[config.mk]
export PLATFORM = sky130hd
export DESIGN_NAME = instr_fetch
export DESIGN_NICKNAME = d
export VERILOG_FILES = /design/src/rtl/fetch_pkg.sv /design/src/rtl/instr_queue.sv /design/src/rtl/instr_fetch.sv
export SDC_FILE = /design/constraint.sdc
export NUM_CORES = 1
export LEC_CHECK = 0
export ABC_AREA = 1
export CORE_MARGIN = 1
export CORE_UTILIZATION = 47
export DETAILED_ROUTE_END_ITERATION = 12
export GPL_ROUTABILITY_DRIVEN = 1
export HOLD_SLACK_MARGIN = 0.02
export MAX_ROUTING_LAYER = met4
export PLACE_DENSITY_LB_ADDON = 0.25
export SLEW_MARGIN = 40
export SYNTH_ARGS = -nofsm -noshare
export SYNTH_HDL_FRONTEND = slang
export SYNTH_SLANG_ARGS = --single-unit
[constraint.sdc]
create_clock -name clk -period 5.55 [get_ports clk]
set_input_delay 0.8325 -clock clk [delete_from_list [all_inputs] [get_ports clk]]
set_output_delay 0.8325 -clock clk [all_outputs]
set_load 0.01 [all_outputs]
[src/rtl/fetch_pkg.sv]
// Shared types and constants for the fetch stage: queue entry layout, FSM states,
// special instruction encodings and the JAL immediate decoder.
package fetch_pkg;

  typedef struct packed {
    logic [31:0] pc;
    logic [31:0] instr;
    logic        pred_taken;
  } iq_entry_t;

  typedef enum logic {
    FETCH  = 1'b0,
    HALTED = 1'b1
  } fetch_state_t;

  localparam logic [31:0] NOP     = 32'h0000_0013;
  localparam logic [31:0] ECALL   = 32'h0000_0073;
  localparam logic [31:0] EBREAK  = 32'h0010_0073;
  localparam logic [6:0]  OPC_JAL = 7'b1101111;

  // J-type immediate: scattered imm[20|10:1|11|19:12], sign-extended, bit 0 always zero.
  function automatic logic [31:0] jal_offset(input logic [31:0] instr);
    return {{11{instr[31]}}, instr[31], instr[19:12], instr[20], instr[30:21], 1'b0};
  endfunction

  function automatic logic is_halt(input logic [31:0] instr);
    return (instr == ECALL) || (instr == EBREAK);
  endfunction

endpackage

[src/rtl/instr_queue.sv]
// In-order instruction queue between fetch and decode. Flush only rewinds the
// pointers and count; stale storage is never visible because valid follows count.
module instr_queue
  import fetch_pkg::*;
#(
  parameter int DEPTH = 4
) (
  input  logic                     clk,
  input  logic                     rst,
  input  logic                     flush,
  input  logic                     push,
  input  logic                     pop,
  input  iq_entry_t                wdata,
  output iq_entry_t                head,
  output logic                     valid,
  output logic [$clog2(DEPTH):0]   count
);

  localparam int PW = $clog2(DEPTH);
  localparam int CW = PW + 1;

  iq_entry_t     mem [DEPTH];
  logic [PW-1:0] wr_ptr;
  logic [PW-1:0] rd_ptr;
  logic          do_pop;

  assign do_pop = pop & valid;
  assign valid  = (count != '0);
  assign head   = mem[rd_ptr];

  always_ff @(posedge clk) begin
    if (push) mem[wr_ptr] <= wdata;
  end

  // Push and pop at full leave the count unchanged; the caller guarantees no push into a full queue otherwise.
  always_ff @(posedge clk) begin
    if (rst || flush) begin
      wr_ptr <= '0;
      rd_ptr <= '0;
      count  <= '0;
    end else begin
      if (push)   wr_ptr <= wr_ptr + PW'(1);
      if (do_pop) rd_ptr <= rd_ptr + PW'(1);
      case ({push, do_pop})
        2'b10:   count <= count + CW'(1);
        2'b01:   count <= count - CW'(1);
        default: count <= count;
      endcase
    end
  end

endmodule

[src/rtl/instr_fetch.sv]
// Fetch stage: PC register, FETCH/HALTED FSM and next-PC selection feeding instr_queue.
// Optional static JAL predictor enabled by defining FETCH_JAL_PREDICT_EN.
module instr_fetch
  import fetch_pkg::*;
#(
  parameter logic [31:0] RESET_PC = 32'h0000_0000,
  parameter int          IQ_DEPTH = 4
) (
  input  logic                        clk,
  input  logic                        rst,
  output logic [31:0]                 imem_addr,
  input  logic [31:0]                 imem_instr,
  input  logic                        redirect_valid,
  input  logic [31:0]                 redirect_pc,
  output logic                        iq_valid,
  input  logic                        iq_ready,
  output logic [31:0]                 iq_instr,
  output logic [31:0]                 iq_pc,
  output logic                        iq_pred_taken,
  output logic [$clog2(IQ_DEPTH):0]   iq_count,
  output logic                        halted
);

  localparam int CW = $clog2(IQ_DEPTH) + 1;
  localparam logic [CW-1:0] DEPTH_C = CW'(IQ_DEPTH);

  fetch_state_t state, state_n;
  logic [31:0]  pc, pc_n;
  logic [31:0]  seq_pc;
  logic [31:0]  target_pc;
  logic         pred;
  logic         pop;
  logic         push;
  logic         flush;
  logic         space;
  iq_entry_t    wdata;
  iq_entry_t    iq_head;
  logic [1:0]   unused_redirect_bits;

  assign unused_redirect_bits = redirect_pc[1:0];
  assign imem_addr = pc;
  assign halted    = (state == HALTED);
  assign seq_pc    = pc + 32'd4;
  assign pop       = iq_valid & iq_ready;
  assign space     = (iq_count < DEPTH_C) | pop;

`ifdef FETCH_JAL_PREDICT_EN
  assign pred      = (imem_instr[6:0] == OPC_JAL);
  assign target_pc = pred ? (pc + jal_offset(imem_instr)) : seq_pc;
`else
  assign pred      = 1'b0;
  assign target_pc = seq_pc;
`endif

  assign wdata.pc         = pc;
  assign wdata.instr      = imem_instr;
  assign wdata.pred_taken = pred;

  always_ff @(posedge clk) begin
    if (rst) begin
      state <= FETCH;
      pc    <= RESET_PC;
    end else begin
      state <= state_n;
      pc    <= pc_n;
    end
  end

  // Redirect beats everything; a halting instruction is still enqueued before fetch stops.
  always_comb begin
    state_n = state;
    pc_n    = pc;
    push    = 1'b0;
    flush   = 1'b0;
    if (redirect_valid) begin
      flush   = 1'b1;
      pc_n    = {redirect_pc[31:2], 2'b00};
      state_n = FETCH;
    end else if (state == FETCH && space) begin
      push = 1'b1;
      if (is_halt(imem_instr)) begin
        state_n = HALTED;
        pc_n    = seq_pc;
      end else begin
        pc_n    = target_pc;
      end
    end
  end

  instr_queue #(
    .DEPTH(IQ_DEPTH)
  ) u_queue (
    .clk   (clk),
    .rst   (rst),
    .flush (flush),
    .push  (push),
    .pop   (pop),
    .wdata (wdata),
    .head  (iq_head),
    .valid (iq_valid),
    .count (iq_count)
  );

  assign iq_instr = iq_head.instr;
  assign iq_pc    = iq_head.pc;

`ifdef FETCH_JAL_PREDICT_EN
  assign iq_pred_taken = iq_valid & iq_head.pred_taken;
`else
  logic unused_head_pred;
  assign unused_head_pred = iq_head.pred_taken;
  assign iq_pred_taken    = 1'b0;
`endif

endmodule

Yosys cells after proc, flatten, opt, wreduce, memory -nomap -nowiden
Memory sizes are Yosys's and may differ from the RTL's. A register that Yosys moved wholly into a read port is not among the register bits. Index checks and enable logic that the tools add are counted.

Add/sub/neg operators: 5. Magnitude comparators: 1. Eq/ne operators: 4. Multiplexer cells: 10. Bitwise operators: 4. Reduce and logical (&&, ||, !) cells: 8.

Operators with widths (count): 32-bit 2-to-1 mux (2); 32-bit by 3-bit adder with 32-bit output, second input constant (1); 32-bit by 21-bit equality test with 1-bit output, second input constant (1); 32-bit by 7-bit equality test with 1-bit output, second input constant (1); 3-bit one-hot mux with 2 select lines (1); 1-bit 2-to-1 mux (5); 2-bit by 1-bit adder with 2-bit output, second input constant (2); 2-bit 2-to-1 mux (2); 2-bit nonzero test (2); 3-bit by 1-bit adder with 3-bit output, second input constant (1); 3-bit less-than comparator, second input constant (1); 3-bit nonzero test (1); 3-bit by 1-bit subtractor with 3-bit output, second input constant (1); 1-bit bitwise AND (2); 2-bit by 1-bit equality test with 1-bit output, second input constant (1); 2-bit equality test, second input constant (1); 1-bit logical OR (2); 2-bit AND reduction (1); 2-bit OR reduction (1); 1-bit logical AND (1); 1-bit NOT (1); 1-bit bitwise OR (1).

Register bits after elaboration: 40. RAM bits: 256. Bits of input ports: 68. Output and inout port bits: 102. Memories kept: 1.

Memory list: u_queue.mem (depth 4, width 64, rd ports 1, clocked after memory_dff 1, wr ports 1, RTL line instr_queue.sv:22) `iq_entry_t mem [DEPTH];`.

Longest topological paths before layout
Gate-level depths: netlist of run 1.

Word-level depth: 8. Depth in mapped cells: 11.

Cells and area by module
Synthesis of run 1 repeated with hierarchy kept, for this count alone.

Cells, all modules: 1103. Area, all modules: 12814.8 um^2.

Modules (own cells, without submodules): instr_queue (times used 1, cells each 691, area an instance 10412.5 um^2); instr_fetch (times used 1, cells each 412, area an instance 2402.3 um^2).

Worst setup path after synthesis of run 1
No wires, ideal clock.

Kind: input -> register. Start: input port iq_ready. End: memory u_queue.mem[0][0] in the netlist's numbering, enable pin. Library setup time: 0.482 ns. Arrival time: 3.840 ns. Path slack: 1.227 ns. Stages: 4. Buffers on the path: 0. Cells stage by stage: o21ai_4 > nor2_2 > inv_2 > nor2_1.

Cells in the longest elaborated chain, start to end: 7.

RTL lines: from (decl) (RTL line instr_fetch.sv:16) `input logic iq_ready,`; 1-bit bitwise AND (RTL line instr_fetch.sv:44) `assign pop = iq_valid & iq_ready;`; 1-bit bitwise OR (RTL line instr_fetch.sv:45) `assign space = (iq_count < DEPTH_C) | pop;`; 1-bit logical AND (RTL line instr_fetch.sv:79) `end else if (state == FETCH && space) begin`; 1-bit 2-to-1 mux (RTL line instr_fetch.sv:79); 1-bit 2-to-1 mux (RTL line instr_fetch.sv:75) `if (redirect_valid) begin`; 1-bit 2-to-1 mux (RTL line instr_queue.sv:32) `if (push) mem[wr_ptr] <= wdata;`; 1-bit 2-to-1 mux (implied by the code) (RTL line instr_queue.sv:32); to (decl) (RTL line instr_queue.sv:22).

No other way between the ends.

==> results.yml, run 1 <==
cells_and_area:
  area.growth.synth_to_final_pct: 24.3
  nNetsFinal: 1308
  final_core_util_pct: 60.2
  fillers: 2047
  diodes: 0
  finalInstanceArea_um2: 14800
  final_layout_size_suffix_gt1_share_pct: 6.85
logic_synthesis:
  synth_area_leaders: "edfxtp_1, dfxtp_1, o21ai_0, nor2_1, nand2_1"
  ys_ff_latch: 288
  synth_warnings: 0
  synth-adder-area-share_pct: 0.797
  synth-seq-area-share_pct: 69.2
  synth_simple_gate_area_share_pct: 13.2
  synth_compound_area_share_pct: 11.7
  synth_xor_area_share_pct: 0.808
  synth.top_cell.area_share_pct: 62.5
  synth.mux.area_fraction_pct: 0
  postSynthCellCount: 1075
  syn_area_um2: 11900
  synth_area_leader_cell: "edfxtp_1"
  synth.distinct_cells: 32
  synth_top_family_by_area: "simple AND/OR/NAND/NOR gates"
  syn_area_per_cell_um2: 11.1
cts:
  postCtsSetupBuffers: 0
  clock_path_buffers: 3
  tritoncts: "built"
  cts_buffers: 29
  ctsResizeCount: 0
  ctsHoldBuffers: 0
  clock_latency_ns: 0.54
  cts-root-buf: "clkbuf_16"
  htreeDepth: 1
  path_clk_slew_ns: 0.06
  clkSinkCount: 288
power:
  p_leak_nw: 5.18
  power.internal_mw: 3.69
  sw_frac_of_total_pct: 21.8
  seqPwrFrac_pct: 52.7
  max-vdd-ir-drop_v: 0.000175
  combPwrFrac_pct: 8.2
  power.switching_mw: 1.03
  p_clk_share_pct: 39.1
  power_density_nw_per_um2: 319
timing:
  fin_skew_ns: 0.0136
  max_freq_ghz: 0.264
  fin_crit_sh_pct: 68.3
  finalHoldViolCount: 0
  period_needed_ns: 3.79
  fin_setup_tns_ns: 0
  relSlewSlack_pct: 50.4
  rsz0062_at_grt: "false"
  maxSlewViolCount: 0
  setup_viol: 0
  tightest_slew_ns: 0.743
global_routing:
  grt_busiest_layer: "met2"
  use_met3_pct: 2.77
  grt_antenna_before_repair: 0
  grt_util_met2_pct: 34.8
  grt_pass1_vias: 7932
  overflow: 0
  grt_max_degree: 89
  gr-usage-met1_pct: 29.7
  grtUsageTotal_pct: 21.8
  grt_pass1_wl_mm: 42.9
floorplan:
  core_area_um2: 24600
  ios: 170
  die_y_um: 161
  die_x_um: 161
  start_util_pct: 48.5
  row_count: 57
  die_area_um2: 26000
place:
  gp_congestion: 0.959
  dp_hpwl_mm: 16.8
  dpl_cell_area_um2: 13900
  io_buffers: 162
detailed_routing:
  drt-total-wl_mm: 27.6
  via_count: 8359
  ant_nets: 0
  drc_errors: 0
  drt_iter0_markers: 607
  firstDrtPassIters: 7
  wl_per_cell_um: 17.5
  via_per_inst: 5.29
setup_path:
  cp-end-kind: "output pin"
  r2r-end: "u_queue.count[2]"
  start_kind: "flip-flop"
  reg2reg_from: "u_queue.count[2]"
  path_buf_inv: 3
  path_depth: 5
  timing.critical_path.to: "iq_pc[19]"
  required_ns: 4.72
  crit_chain: "clkinv_2, buf_4, o21ai_0, o22ai_1, clkdlybuf4s50_1"
  max_stage_delay_ns: 0.60
  cpMaxStageDelayCell: "dfxtp_4"
  reg2reg_slack_ns: 3.11
  cp_max_fo: 38
  reg2reg_depth: 12
  arrival_ns: 2.96
  crit_type: "flip-flop to output pin"
  critPathTopFamily: "buffers and inverters"
run_status:
  status: "completed"
job:
  drv_cap: 0
worst_hold_path:
  hold_class: "flip-flop to flip-flop"
  worstHoldPathCells: 2
==> power groups by stage <==
stage / logic, mW / registers [mW] / clock network [mW]
3_5_place_dp: 0.391 / 2.53 / 0
3_3_place_gp: 0.387 / 2.53 / 0
6_report: 0.388 / 2.49 / 1.85
4_1_cts: 0.393 / 2.49 / 1.88
2_1_floorplan: 0.166 / 2.52 / 0
5_1_grt: 0.423 / 2.49 / 1.96
==> placed cells by master, fill, tap and decap left out, types with 2 or more instances in the layout <==
master,n
nor2_2,3
conb_1,5
o21bai_1,2
nand4_1,2
clkinv_2,8
nand2_2,3
nand2_4,2
edfxtp_1,248
nor3_1,2
nor2_4,9
clkbuf_8,3
inv_2,4
xnor2_1,3
nand3_1,18
clkdlybuf4s50_1,162
o22ai_1,62
ha_1,6
nor4_1,4
buf_4,13
clkbuf_16,30
buf_12,2
xor2_1,8
o21ai_0,151
clkbuf_1,6
dfxtp_1,38
a31oi_1,5
clkinv_1,6
nor2_1,183
a21oi_1,34
nand2_1,157
inv_1,66
==> routing by layer <==
| metal | share of wire (%) | routed length (um) | vias up |
|---|---|---|---|
| met1 | 45 | 12400 | 3983 |
| met2 | 48 | 13200 | 268 |
| li1 | - | - | 4073 |
| met5 | 0 | 0 | - |
| met4 | 1.7 | 459 | 0 |
| met3 | 5.4 | 1490 | 35 |
==> sequential cells by signal, summed over array words and instances (netlist names), named ones only <==
signal / cells
u_queue.rd_ptr: 2
u_queue.count: 3
imem_addr: 30
u_queue.wr_ptr: 2
halted: 1
u_queue.mem: 248
==> cell type report <==
cell class                 count  area, um2  area share, %
inverter                      71        268           1.81
sequential                   288       8250           55.7
timing repair buffer         178       1770           11.9
multi-input combinational    665       3210           21.7
clock inverter                15       96.3          0.650
tap                          324        405           2.74
clock buffer                  39        815           5.50
==> worst min-delay path, delay by kind of cell, from the launching register on <==
| kind | cells | cell delay, ns |
|---|---|---|
| flops | 1 | 0.30 |
| compound gates | 1 | 0.07 |
| buf+inv | 1 | 0.05 |
==> kinds of logic (layout without fill, tap and decap cells) <==
logic type	after synthesis	after routing
simple gates	385	385
buf+inv	126	303
compound gates	257	257
other cells	1	5
fa+ha+maj	7	7
flops	288	288
xor+xnor	11	11
==> synthesized netlist by cell type, drive strengths merged <==
cell and n:
edfxtp 248, nor2 196, nand2 162, o21ai 152, inv 71, o22ai 62
dfxtp 40, clkbuf 36, a21oi 35, buf 19, nand3 19, xor2 8
ha 6, a31oi 5, nor4 4, xnor2 3, nand4 2, nor3 2
o21bai 2, a311oi 1, conb 1, fa 1
==> through the flow <==
| stage | cells | total power, mW | hold slack [ns] | setup WS [ns] |
|---|---|---|---|---|
| after floorplan | 1079 | 2.69 | 0.436 | 1.23 |
| after CTS | 1580 | 4.75 | 0.468 | 1.61 |
| after detailed placement | 1526 | 2.92 | 0.457 | 2.12 |
| after global routing | 1580 | 4.87 | 0.491 | 1.48 |
| after global placement | 1526 | 2.91 | 0.446 | 2.16 |
| final | 1580 | 4.72 | 0.467 | 1.76 |
==> worst min-delay path by stage <==
stage | from | endpoint | slack, ns
6_report | u_queue.rd_ptr[1] | flip-flop | 0.47
3_3_place_gp | u_queue.rd_ptr[1] | flip-flop | 0.45
2_1_floorplan | u_queue.rd_ptr[1] | flip-flop | 0.44
4_1_cts | u_queue.rd_ptr[1] | flip-flop | 0.47
3_5_place_dp | u_queue.rd_ptr[1] | flip-flop | 0.46
5_1_grt | u_queue.rd_ptr[1] | flip-flop | 0.49
No activity file was read; power rests on OpenSTA's default activity.
==> run 2: changes to the inputs <==
==> constraint.sdc (replaced) <==
create_clock -name clk -period 3.4 [get_ports clk]
set_input_delay 0.51 -clock clk [delete_from_list [all_inputs] [get_ports clk]]
set_output_delay 0.51 -clock clk [all_outputs]
set_load 0.01 [all_outputs]
==> results.yml, run 2 (same netlist as run 1, synthesis figures left out) <==
floorplan:
  die_area_um2: 26000
  start_util_pct: 48.5
  row_count: 57
  ios: 170
  die_x_um: 161
  die_y_um: 161
  core_area_um2: 24600
timing:
  finalHoldViolCount: 0
  hold_ws_ns: 0.471
  fin_skew_ns: 0.0155
  fin_crit_sh_pct: 89.2
  relSlewSlack_pct: 60.2
  maxSlewViolCount: 0
  period_needed_ns: 3.03
  fin_setup_tns_ns: 0
  setup_viol: 0
  max_freq_ghz: 0.330
  tightest_slew_ns: 0.597
  rsz0062_at_grt: "false"
  fin_ws_ns: 0.369
place:
  dp_hpwl_mm: 16.7
  dpl_cell_area_um2: 14000
  place_inst: 1530
  place_ws_ns: 0.640
  io_buffers: 162
  gp_congestion: 0.915
cts:
  htreeDepth: 1
  path_clk_slew_ns: 0.06
  ctsHoldBuffers: 0
  postCtsSetupBuffers: 0
  clock_path_buffers: 3
  ctsResizeCount: 0
  cts_buffers: 29
  clkSinkCount: 288
  clock_latency_ns: 0.53
  tritoncts: "built"
  cts-root-buf: "clkbuf_16"
run_status:
  status: "completed"
setup_path:
  timing.critical_path.to: "iq_pc[19]"
  crit_chain: "buf_12, o21ai_0, o22ai_1, clkdlybuf4s50_1"
  r2r-end: "u_queue.count[2]"
  cp-end-kind: "output pin"
  arrival_ns: 2.52
  reg2reg_depth: 11
  reg2reg_slack_ns: 1.26
  required_ns: 2.89
  cpMaxStageDelayCell: "clkdlybuf4s50_1"
  start_kind: "flip-flop"
  crit_type: "flip-flop to output pin"
  max_stage_delay_ns: 0.61
  reg2reg_from: "u_queue.count[2]"
  cp_max_fo: 106
global_routing:
  grt_antenna_before_repair: 0
  grt_max_degree: 107
  overflow: 0
  grt_pass1_vias: 7983
  grt_pass1_wl_mm: 43.0
  grtUsageTotal_pct: 21.8
power:
  power_density_nw_per_um2: 529
  power_mw: 7.91
  max-vdd-ir-drop_v: 0.000277
  p_leak_nw: 5.23
cells_and_area:
  area.growth.synth_to_final_pct: 25.3
  largest_register: "u_queue.mem"
  final_core_util_pct: 60.7
  layout_commonest_cell: "edfxtp_1"
  final_layout_size_suffix_gt1_share_pct: 7.78
  nNetsFinal: 1312
  final_cells: 1583
  fillers: 2015
  finalInstanceArea_um2: 14900
  diodes: 0
  largest_reg_flops: 248
  layout_common_cells: "edfxtp_1, nor2_1, clkdlybuf4s50_1"
worst_hold_path:
  worstHoldStart: "u_queue.rd_ptr[0]"
  hold_class: "flip-flop to flip-flop"
detailed_routing:
  via_count: 8370
  drt-total-wl_mm: 27.5
  wl_per_cell_um: 17.4
  firstDrtPassIters: 5
  ant_nets: 0
  drc_errors: 0
  via_per_inst: 5.29
  drt_iter0_markers: 562
job:
  drv_cap: 0
-- run 2: changes by cell type in the layout (fill, tap and decap cells not counted), sizes merged --
cell and delta:
bufinv +2, inv -1, buf +4, clkbuf -2, clkinv -3, clkinvlp +3
-- run 2: critical path: cells and delay by family, from the launching register on --
kind,cells,cell delay [ns]
buffers and inverters,2,0.99
DFF,1,0.48
AOI/OAI and AO/OA,2,0.50
-- run 2: worst min-delay path by stage --
stage	cells past startpoint	end	slack, ns
final	1	u_queue.rd_ptr[0]	0.47
after CTS	1	u_queue.rd_ptr[0]	0.48
after global routing	2	flip-flop	0.52
after floorplan	2	flip-flop	0.44
after detailed placement	2	flip-flop	0.46
after global placement	2	flip-flop	0.44
-- run 2: per-layer routing --
metal / part of all wire (%) / track usage [%]
met2: 47 / 34.6
met5: 0 / -
met1: 45 / 29.8
met4: 1.7 / 5.70
met3: 6.1 / 2.82
-- run 2: layout make-up --
class | instances | area [um2] | area share, %
clock buffers | 37 | 816 | 5.46
clock inverters | 16 | 169 | 1.13
inverters | 71 | 268 | 1.79
multi-input cells | 665 | 3210 | 21.5
flip-flops and latches | 288 | 8250 | 55.2
well taps | 324 | 405 | 2.71
repair buffers | 182 | 1820 | 12.2
-- run 2: where the power goes --
part | leakage [nW] | switching [mW] | total, mW | internal, mW
logic | 2.12 | 0.333 | 0.640 | 0.307
registers | 2.63 | 0.0839 | 4.05 | 3.97
clock network | 0.483 | 1.29 | 3.21 | 1.92
==> patch: new RTL, flow settings as in run 1 <==
Make the reset (`rst`) asynchronous in one clocked block.
--- a/src/rtl/instr_fetch.sv
+++ b/src/rtl/instr_fetch.sv
@@ -56,7 +56,7 @@
   assign wdata.instr      = imem_instr;
   assign wdata.pred_taken = pred;
 
-  always_ff @(posedge clk) begin
+  always_ff @(posedge clk or posedge rst) begin
     if (rst) begin
       state <= FETCH;
       pc    <= RESET_PC;
Check against the original RTL: differs if rst is asserted again (counterexample within 4 cycles, from zero or initial values and one cycle with rst high); with rst held inactive, the same outputs for 4 cycles.
==> patch against run 1 <==
- design area down 0.27%
- wire length grew 1.6%
- hold slack better by 0.0023 ns
- total power up 3.7%
- cell count shrank 3.2%
- clock skew is 0.0049 ns lower
- largest power group unchanged
- sequential cell count stayed put
- setup slack got worse by 0.020 ns
- area after synthesis about the same
- sequential share of layout area up 1.2 points
- fmax fell by 0.53%
- utilization decreased by 0.16 points
==> patch: results (changes against run 1) <==
<table>
<tr><th>Metric</th><th>Value</th></tr>
<tr><th colspan="2">Drt</th></tr>
<tr><td>Met3 Routed Length</td><td>1.546 mm (was 1.486 mm)</td></tr>
<tr><td>Wirelength, routed</td><td>28.04 mm (was 27.60 mm)</td></tr>
<tr><td>Initial DRC count</td><td>688 (was 607)</td></tr>
<tr><td>Via count</td><td>8304 (was 8359)</td></tr>
<tr><th colspan="2">Synth</th></tr>
<tr><td>Adder-Cell Fraction of Synth Area</td><td>0.007982 (was 0.007975)</td></tr>
<tr><td>Mean cell area of the mapped netlist</td><td>11.59 um2 (was 11.09 um2)</td></tr>
<tr><td>Sequential share of the synthesized area</td><td>0.7054 (was 0.6917)</td></tr>
<tr><td>Leading post-synthesis cells by cell area</td><td>sky130_fd_sc_hd__edfxtp_1 63%, sky130_fd_sc_hd__dfrtp_1 6.5%, sky130_fd_sc_hd__nor2_1 6.0% (was sky130_fd_sc_hd__edfxtp_1 62%, sky130_fd_sc_hd__dfxtp_1 6.7%, sky130_fd_sc_hd__o21ai_0 6.3%)</td></tr>
<tr><td>Proportion of register bits with asynchronous set or reset after synthesis</td><td>0.1076 (was 0)</td></tr>
<tr><th colspan="2">Finish</th></tr>
<tr><td>Number of fill cells</td><td>2000 (was 2047)</td></tr>
<tr><th colspan="2">Timing</th></tr>
<tr><td>Maximum clock frequency</td><td>262.6 MHz (was 264.0 MHz)</td></tr>
<tr><td>Final hold slack</td><td>0.4692 ns (was 0.4668 ns)</td></tr>
<tr><th colspan="2">GRT</th></tr>
<tr><td>Global-route wire length before repair</td><td>43.88 mm (was 42.94 mm)</td></tr>
<tr><td>Global-route track usage on met2</td><td>0.3550 (was 0.3478)</td></tr>
<tr><td>Met1 GRT Util</td><td>0.3043 (was 0.2972)</td></tr>
<tr><th colspan="2">Placement</th></tr>
<tr><td>Weighted congestion reported at the end of routability-driven placement</td><td>0.8723 (was 0.9586)</td></tr>
<tr><th colspan="2">Status</th></tr>
<tr><td>Run status</td><td>finished, final reports clean (unchanged)</td></tr>
<tr><th colspan="2">Worst setup path</th></tr>
<tr><td>Endpoint of the most critical setup path</td><td>iq_pc[3] (was iq_pc[19])</td></tr>
<tr><td>Crit Path Max Fanout</td><td>50 (was 38)</td></tr>
<tr><td>Reg-to-reg critical path startpoint</td><td>halted (was u_queue.count[2])</td></tr>
</table>
-- patch: cell count changes in the layout (fill, tap and decap cells not counted), moves of 5 or more --
| cell | before | now |
|---|---|---|
| sky130_fd_sc_hd__o21ai_0 | 151 | 142 |
| sky130_fd_sc_hd__nand3_1 | 18 | 32 |
| sky130_fd_sc_hd__o211ai_1 | 0 | 6 |
| sky130_fd_sc_hd__buf_4 | 13 | 8 |
| sky130_fd_sc_hd__clkinv_1 | 6 | 1 |
| sky130_fd_sc_hd__dfxtp_1 | 38 | 7 |
| sky130_fd_sc_hd__nand2_1 | 157 | 131 |
| sky130_fd_sc_hd__clkbuf_1 | 6 | 12 |
| sky130_fd_sc_hd__a21oi_1 | 34 | 10 |
| sky130_fd_sc_hd__dfrtp_1 | 0 | 31 |
| sky130_fd_sc_hd__inv_1 | 66 | 55 |
-- patch: power groups by stage --
stage | clock network, mW | registers, mW | logic (mW)
after global routing | 2.01 | 2.56 | 0.500
final | 1.89 | 2.55 | 0.458
after detailed placement | 0 | 2.59 | 0.460
after CTS | 1.93 | 2.55 | 0.463
after global placement | 0 | 2.59 | 0.453
after floorplan | 0 | 2.57 | 0.199
-- patch: cell type report --
| type | count | area (um2) | area share |
|---|---|---|---|
| multi-input combinational | 634 | 3087 | 0.2089 |
| inverter | 58 | 219.0 | 0.01482 |
| clock buffer | 44 | 834.6 | 0.05648 |
| tap | 324 | 405.4 | 0.02743 |
| clock inverter | 7 | 87.58 | 0.005927 |
| timing repair buffer | 174 | 1735 | 0.1174 |
| sequential | 288 | 8408 | 0.5690 |
